--- config.mk ---
export PLATFORM = sky130hd
export DESIGN_NAME = pf_lanectrl_pause_gen
export DESIGN_NICKNAME = d
export VERILOG_FILES = /design/src/rtl/pf_lanectrl_pause_gen.sv
export SDC_FILE = /design/constraint.sdc
export NUM_CORES = 1
export LEC_CHECK = 0
export CAP_MARGIN = 20
export CORE_MARGIN = 8
export CORE_UTILIZATION = 55
export DETAILED_ROUTE_END_ITERATION = 8
export DONT_BUFFER_PORTS = 1
export GPL_ROUTABILITY_DRIVEN = 0
export PLACE_DENSITY = 0.68
export SLEW_MARGIN = 20
export SYNTH_ARGS = -nofsm -noshare
export SYNTH_HDL_FRONTEND = slang
export SYNTH_SLANG_ARGS = --single-unit
--- constraint.sdc ---
create_clock -name CLK -period 5.21 [get_ports CLK]
set_input_delay 0.521 -clock CLK [delete_from_list [all_inputs] [get_ports CLK]]
set_output_delay 0.521 -clock CLK [all_outputs]
set_load 0.02 [all_outputs]
--- src/rtl/pf_lanectrl_pause_gen.sv ---
// Clock-pause initiator: pauses HS_IO_CLK, strobes delay-line load mid-window, four-phase handshake.
// Optional completed-pause counter on PAUSE_COUNT when PF_LANECTRL_PAUSE_CNT_EN is defined.
module pf_lanectrl_pause_gen #(
  parameter int SETUP_CYC = 2,
  parameter int HOLD_CYC  = 3,
  parameter int GAP_CYC   = 4
) (
  input  logic       CLK,
  input  logic       RESET,
  input  logic       UPDATE_REQ,
  output logic       UPDATE_ACK,
  output logic       HS_IO_CLK_PAUSE,
  output logic       DELAY_LINE_LOAD,
  output logic       BUSY
`ifdef PF_LANECTRL_PAUSE_CNT_EN
  ,
  output logic [7:0] PAUSE_COUNT
`endif
);

  // state | meaning
  // IDLE  | waiting for UPDATE_REQ       SETUP | pause high, before load strobe
  // LOAD  | load strobe cycle            HOLD  | pause high, after load strobe
  // ACK   | UPDATE_ACK high, await drop  GAP   | idle spacing before next request
  typedef enum logic [2:0] {IDLE, SETUP, LOAD, HOLD, ACK, GAP} state_t;

  localparam logic [7:0] SETUP_LD = 8'(SETUP_CYC - 1);
  localparam logic [7:0] HOLD_LD  = 8'(HOLD_CYC - 1);
  localparam logic [7:0] GAP_LD   = 8'(GAP_CYC);

  if (SETUP_CYC < 1 || SETUP_CYC > 255) begin : g_bad_setup
    $error("pf_lanectrl_pause_gen: SETUP_CYC out of range 1..255");
  end
  if (HOLD_CYC < 1 || HOLD_CYC > 255) begin : g_bad_hold
    $error("pf_lanectrl_pause_gen: HOLD_CYC out of range 1..255");
  end
  if (GAP_CYC < 0 || GAP_CYC > 255) begin : g_bad_gap
    $error("pf_lanectrl_pause_gen: GAP_CYC out of range 0..255");
  end

  state_t     state;
  logic [7:0] cnt;
  logic       req_dropped;

  always_ff @(posedge CLK or posedge RESET) begin
    if (RESET) begin
      state           <= IDLE;
      cnt             <= 8'd0;
      req_dropped     <= 1'b0;
      UPDATE_ACK      <= 1'b0;
      HS_IO_CLK_PAUSE <= 1'b0;
      DELAY_LINE_LOAD <= 1'b0;
    end else begin
      case (state)
        IDLE: begin
          if (UPDATE_REQ) begin
            state           <= SETUP;
            HS_IO_CLK_PAUSE <= 1'b1;
            cnt             <= SETUP_LD;
            req_dropped     <= 1'b0;
          end
        end
        SETUP: begin
          if (!UPDATE_REQ) req_dropped <= 1'b1;
          if (cnt == 8'd0) begin
            state           <= LOAD;
            DELAY_LINE_LOAD <= 1'b1;
          end else begin
            cnt <= cnt - 8'd1;
          end
        end
        LOAD: begin
          if (!UPDATE_REQ) req_dropped <= 1'b1;
          DELAY_LINE_LOAD <= 1'b0;
          cnt             <= HOLD_LD;
          state           <= HOLD;
        end
        HOLD: begin
          if (!UPDATE_REQ) req_dropped <= 1'b1;
          if (cnt == 8'd0) begin
            HS_IO_CLK_PAUSE <= 1'b0;
            UPDATE_ACK      <= 1'b1;
            state           <= ACK;
          end else begin
            cnt <= cnt - 8'd1;
          end
        end
        ACK: begin
          // A request dropped during the pause still gets a one-cycle acknowledge.
          if (!UPDATE_REQ || req_dropped) begin
            UPDATE_ACK <= 1'b0;
            cnt        <= GAP_LD;
            state      <= (GAP_CYC == 0) ? IDLE : GAP;
          end
        end
        GAP: begin
          if (cnt <= 8'd1) state <= IDLE;
          else             cnt   <= cnt - 8'd1;
        end
        default: state <= IDLE;
      endcase
    end
  end

  assign BUSY = (state != IDLE);

`ifdef PF_LANECTRL_PAUSE_CNT_EN
  always_ff @(posedge CLK or posedge RESET) begin
    if (RESET) begin
      PAUSE_COUNT <= 8'd0;
    end else if (state == HOLD && cnt == 8'd0 && PAUSE_COUNT != 8'hFF) begin
      PAUSE_COUNT <= PAUSE_COUNT + 8'd1;
    end
  end
`endif

endmodule

==> impl_results.md, run 1 <==
* Total of buffers placed on input and output ports at 0
* Static Leakage at a little over 0.4 nW
* Number of gates given a new drive strength after cts at 0
* Number of placed I/O pins at 7
* Worst Path Class, Setup: reg -> reg
* Headroom to the max-slew limit at between 50% and 60%
* Class of the most critical hold timing path: in -> async
* Cell area after synthesis at about 940 µm²
* Post-detailed-route via-to-cell ratio at approximately 6.2
* Final setup violating endpoints at 0
* Result of the run: finished, final reports clean
* Startpoint class of the critical path: register
* Maximum clock skew at final layout at 0.00288 ns
* Element type at the critical path end: register
* Worst hold slack at roughly 0.17 ns
* Total GRT Usage at roughly 12%
* First-pass GRT wire length at around 3200 µm
* Avg WL per Cell at 15.3 µm
* Final routed wirelength across all metal layers at 1850 µm
* Final min period at ~2.4 ns
* Number of fill cells in the layout at roughly 150
* Starting density of the core at 56.4%
* DRC violation total after the first TritonRoute iteration at 16
* Arrival time reported for the critical path endpoint at ~2.6 ns
* Power per Cell Area at between 500 and 600 nW/µm²
* Fin crit share at between 40 and 50%
* Required time at the worst-slack endpoint at 5.42 ns
* Number of buffers between clock root and the deepest sink at 2
* CTS tree: yes
* Standard-cell row count at 15
* Number of clock sinks seen by CTS at 15
* Area of the core at 1670 µm²
* Final antenna-violating net count at 0
* Antenna violations before repair at 0
* Total number of vias at roughly 750
* Die width at ~57 µm
* Timing-limited maximum frequency at between 400 and 500 MHz
* Cell at the root of the clock tree: sky130_fd_sc_hd__clkbuf_4
* Maximum fanout count along the critical path at 8
* Max capacitance violation total at 0
* DR pass1 iterations at 5
* Total clock buffers created by CTS at 3
* Most used DFF post-synth: sky130_fd_sc_hd__dfrtp_1
* # diodes at 0
* R2R cell count at 7
* R2r setup slk at 2.84 ns
* Endpoint of the worst register-to-register path: cnt[6]$_DFFE_PP0P_
* Unrepaired setup endpoints after global routing: no
* Layout-stage area growth over the synthesis result at 3.32%
* Fraction of registers with async set/reset at 100%
* Synth Register Bits at 15
* Area taken by flip-flops and latches at around 380 µm²
* Nets@finish at approximately 110
* Multi-input gate area at around 530 µm²
* Area of the die at about 3300 µm²
* CTS Hold Buffers Added at 0
* Hold violation count in the final report at 0
* Proportion of synthesized chip area in sequential cells at 39.8%
* Clock-pin slew on the worst setup and hold paths at 0.09 ns
* Worst Max-Slew Pin Slew at 0.722 ns
* Post-synth cell types at 35
* Post-Syn Instances at 104
* Worst r2r src: cnt[0]$_DFFE_PP0P_
* Leading cell types in the layout, fill and taps excluded: sky130_fd_sc_hd__dfrtp_1, sky130_fd_sc_hd__nand2_1, sky130_fd_sc_hd__nand2b_1, sky130_fd_sc_hd__nor2_1
* Post-synth EDFFs at 0
* Total negative slack at 0 ns
* Worst skew pair latency at 0.28 ns
* Count of unresolved DRC violations after routing at 0
* Post-CTS Repair Setup Buffers at 0
* Largest net degree at the start of global routing at 16
* Via count of the first global-routing pass at a little under 700
* Proportion of layout cells with a drive suffix above 1 at under 10%
* Final Max Slew Viols at 0
* Maximum resistive drop on vdd at 0.000315 V
* Count of synthesis-stage warnings from yosys at 0
* Leading cell type in the layout, fill and taps excluded: sky130_fd_sc_hd__dfrtp_1
* Mean area per synthesized cell at 9.06 µm²
* H-tree depth reported by CTS at 1
* Global route total overflow at 0
* Net count after synthesis at 110
* Y dimension of the die at 57.4 µm
* HPWL after detailed placement at roughly 1400 µm
==> critical path, cell delays in order, from the launching register on <==
cell                        delay, ns
sky130_fd_sc_hd__dfrtp_1         0.43
sky130_fd_sc_hd__inv_1           0.11
sky130_fd_sc_hd__ha_1            0.26
sky130_fd_sc_hd__o21bai_1        0.23
sky130_fd_sc_hd__nor3b_1         0.36
sky130_fd_sc_hd__a31oi_4         0.11
sky130_fd_sc_hd__a2111oi_0       0.57
sky130_fd_sc_hd__mux2i_1         0.24
==> sequential cells by signal, indices dropped and copies added, names as in the netlist <==
| signal | flops |
|---|---|
| UPDATE_ACK | 1 |
| state | 3 |
| cnt | 8 |
| DELAY_LINE_LOAD | 1 |
| HS_IO_CLK_PAUSE | 1 |
| req_dropped | 1 |
==> kinds of logic after synthesis <==
family	count (synthesis)	share of synthesized area, %
flip-flops	15	39.8
AO/OA/AOI/OAI	28	21.3
adder cells (fa/ha/maj)	3	3.98
AND/OR/NAND/NOR	40	21.9
multiplexers	7	7.97
buffers and inverters	10	4.12
XOR/XNOR	1	0.930
==> worst max path at each step <==
stage | start | endpoint | slack [ns] | cells after the start
3_3_place_gp | cnt[0]$_DFFE_PP0P_ | cnt[6]$_DFFE_PP0P_ | 2.90 | 7
2_1_floorplan | cnt[0]$_DFFE_PP0P_ | cnt[3]$_DFFE_PP0P_ | 3.12 | 7
4_1_cts | cnt[0]$_DFFE_PP0P_ | cnt[6]$_DFFE_PP0P_ | 2.83 | 7
3_5_place_dp | cnt[0]$_DFFE_PP0P_ | cnt[3]$_DFFE_PP0P_ | 2.86 | 7
5_1_grt | cnt[0]$_DFFE_PP0P_ | cnt[6]$_DFFE_PP0P_ | 2.66 | 7
6_report | cnt[0]$_DFFE_PP0P_ | cnt[6]$_DFFE_PP0P_ | 2.84 | 7
==> Yosys cell counts (all sizes together) (2+ instances only) <==
cell / count / share of area, %
nor2: 7 / 2.8
nand2b: 7 / 4.6
a2111oi: 3 / 2.8
mux2i: 6 / 6.4
clkbuf: 3 / 1.2
a31oi: 2 / 2.9
inv: 6 / 2.4
ha: 3 / 4.0
dfrtp: 15 / 40
o31ai: 3 / 2.4
nor3b: 2 / 1.6
a21oi: 6 / 3.2
nand2: 15 / 6.2
nand3: 2 / 1.1
o21ai: 6 / 3.2
==> per-layer routing <==
layer	track usage, %	vias to the layer above	part of all wire [%]
met5	0	-	0
met4	5.36	0	1.1
li1	-	373	-
met2	18.3	13	45
met1	15.4	356	49
met3	4.26	3	4.7
==> cell type report <==
cell class / count / area share (%)
inverter: 6 / 2.31
clock buffer: 4 / 2.70
sequential: 15 / 38.6
multi-input combinational: 79 / 54.2
tap: 17 / 2.19
==> per-stage QoR <==
stage               instance area, µm²  instances  setup WS (ns)  utilization [%]  power, W
floorplan                          942        104           3.12                -  0.000405
global placement                   947        117           2.90             56.7  0.000447
detailed placement                 947        117           2.86             56.7  0.000451
CTS                                973        121           2.83             58.3  0.000519
global route                       973        121           2.66             58.3  0.000565
finish                             973        121           2.84             58.3  0.000517
==> power by group <==
group          internal (W)  switching (W)  total (W)  leakage [nW]
combinational      0.000104       0.000122   0.000226         0.221
clock             0.0000297      0.0000376  0.0000673        0.0150
sequential         0.000160      0.0000642   0.000224         0.167
total              0.000294       0.000223   0.000517         0.404
Power figures use the tool's default switching activity.
==> run 2, diff against run 1 <==
- clock period: 5.21 -> 2.4 ns (I/O delays scaled with it)
==> run 2 against run 1 <==
Effect of this change:
- utilization rose by 2.5 points
- largest cell class unchanged
- count of clock-buffer cells in the layout did not move
- register-to-register slack got worse by 2.7 ns
- power rose by 130%
- routed wire length rose by 4.2%
- cell count rose by 3.3%
- clock power rose by 120%
- highest routed layer unchanged
==> impl_results.md, run 2 (synthesized netlist as in run 1, its figures left out) <==
* Number of placed I/O pins at 7
* DRC violation total after the first TritonRoute iteration at 18
* Total clock buffers created by CTS at 3
* Switching part of the total power at a little over two fifths
* Reg with most FFs: cnt
* Number of fill cells in the layout at roughly 140
* Comb pwr share at a little under half
* Standard-cell row count at 15
* Global route total overflow at 0
* Final setup violating endpoints at 0
* Worst Max-Slew Pin Slew at between 0.7 and 0.8 ns
* Static Leakage at around 0.42 nW
* Sequential fraction of design power at between 40% and 50%
* Arrival time reported for the critical path endpoint at ~2.5 ns
* Total negative slack at 0 ns
* Cell at the root of the clock tree: sky130_fd_sc_hd__clkbuf_4
* Area taken by flip-flops and latches at approximately 380 µm²
* CTS tree: yes
* Hold-critical path depth at 2
* Number of buffers between clock root and the deepest sink at 2
* DR pass1 iterations at 4
* Total number of vias at between 700 and 800
* Maximum clock skew at final layout at roughly 0.0071 ns
* Final Max Slew Viols at 0
* Total GRT Usage at about an eighth
* Layout-stage area growth over the synthesis result at 7.70%
* Count of unresolved DRC violations after routing at 0
* Headroom to the max-slew limit at between 40% and 50%
* Leading cell type in the layout, fill and taps excluded: sky130_fd_sc_hd__dfrtp_1
* Leading cell types in the layout, fill and taps excluded: sky130_fd_sc_hd__dfrtp_1, sky130_fd_sc_hd__nand2_1, sky130_fd_sc_hd__nand2b_1, sky130_fd_sc_hd__nor2_1
* Startpoint class of the critical path: register
* Number of clock sinks seen by CTS at 15
* Largest net degree at the start of global routing at 16
* Area of the core at 1670 µm²
* Nets@finish at around 120
* R2R cell count at 7
* Final min period at ~2.2 ns
* Power per Cell Area at between 1000 and 1500 nW/µm²
* Unrepaired setup endpoints after global routing: no
* # diodes at 0
* Starting density of the core at approximately 56%
* Timing-limited maximum frequency at approximately 450 MHz
* Flip-flop count of the largest register, all copies and words added at 8
* Element type at the critical path end: register
* Final Util at 60.7%
* Avg WL per Cell at 15.5 µm
* Clock-pin slew on the worst setup and hold paths at 0.09 ns
* Proportion of layout cells with a drive suffix above 1 at about an eighth
* Antenna violations before repair at 0
* Die width at approximately 57 µm
* Hold violation count in the final report at 0
* HPWL after detailed placement at between 1000 and 1500 µm
* Clock share of power at around 13%
* Y dimension of the die at roughly 57 µm
* Result of the run: finished, final reports clean
* Class of the most critical hold timing path: in -> reg
* Max capacitance violation total at 0
* Post-CTS Repair Setup Buffers at 0
* First-pass GRT wire length at 3340 µm
* Total of buffers placed on input and output ports at 0
* Required time at the worst-slack endpoint at approximately 2.6 ns
* Final routed wirelength across all metal layers at 1930 µm
* Registers with the most flip-flops: cnt: 8 flops, state: 3 flops
* Worst skew pair latency at between 0.2 and 0.3 ns
* Switching power total at ~0.00051 W
* Maximum resistive drop on vdd at around 0.00058 V
* Post-detailed-route via-to-cell ratio at ~6.3
* Cell-internal power at 0.000660 W
* H-tree depth reported by CTS at 1
* Worst Path Class, Setup: reg -> reg
* Area of the die at around 3300 µm²
* Maximum fanout count along the critical path at 8
* Multi-input gate area at around 540 µm²
* Final antenna-violating net count at 0
* Worst hold slack at 0.150 ns
* Via count of the first global-routing pass at 700
* Fin crit share at slightly above 90%
[run 2: layout make-up]
type                    instances  share of cell area, %
clock buffers                   4                   2.59
inverters                       6                   2.22
multi-input cells              79                   52.9
flip-flops and latches         15                   37.0
well taps                      17                   2.10
repair buffers                  4                   3.21
[run 2: per-stage QoR]
stage                     instance area, µm²  instances  total power [W]  setup WS, ns
after floorplan                          942        104         0.000880         0.309
after global placement                   970        120         0.000989         0.105
after detailed placement                 970        120          0.00100         0.121
after CTS                               1010        125          0.00116        0.0840
after global routing                    1010        125          0.00127       0.00769
final                                   1010        125          0.00117         0.165
[run 2: power groups by stage]
stage	combinational, W	clock [W]	sequential, W
floorplan	0.000447	0	0.000433
global placement	0.000519	0	0.000470
detailed placement	0.000524	0	0.000476
CTS	0.000530	0.000157	0.000470
global route	0.000608	0.000164	0.000500
finish	0.000540	0.000151	0.000480
[run 2: repair_timing]
item,4_1_cts,5_1_grt
endpoints found under the setup margin,0,3
hold buffers,1,0
hold endpoints to repair,15,0
resized for setup,0,4
[run 2: final timing paths]
kind,from,endpoint,slack (ns)
setup / recovery,cnt[0]$_DFFE_PP0P_,cnt[3]$_DFFE_PP0P_,0.17
max in group asynchronous,RESET,cnt[2]$_DFFE_PP0P_,1.59
setup reg to reg,cnt[0]$_DFFE_PP0P_,cnt[3]$_DFFE_PP0P_,0.17
hold / removal,UPDATE_REQ,HS_IO_CLK_PAUSE$_DFFE_PP0P_,0.15
min in group asynchronous,RESET,UPDATE_ACK$_DFFE_PP0P_,0.43
hold reg to reg,req_dropped$_DFFE_PP0P_,req_dropped$_DFFE_PP0P_,0.55
[run 2: metal layers]
metal  global-route usage [%]  vias to the layer above  part of all wire (%)
met5                        0                        -                     0
met4                     5.36                        0                   1.8
met3                     3.36                        3                   5.2
met2                     20.1                       19                    46
met1                     15.4                      373                    47
li1                         -                      388                     -
[run 2: worst max-delay path: stages (launching register included)]
cell and delay [ns]:
sky130_fd_sc_hd__dfrtp_1 0.43, sky130_fd_sc_hd__inv_1 0.11, sky130_fd_sc_hd__ha_1 0.25, sky130_fd_sc_hd__o21bai_1 0.22
sky130_fd_sc_hd__nor3b_1 0.35, sky130_fd_sc_hd__a31oi_4 0.11, sky130_fd_sc_hd__a2111oi_1 0.45, sky130_fd_sc_hd__mux2i_1 0.23
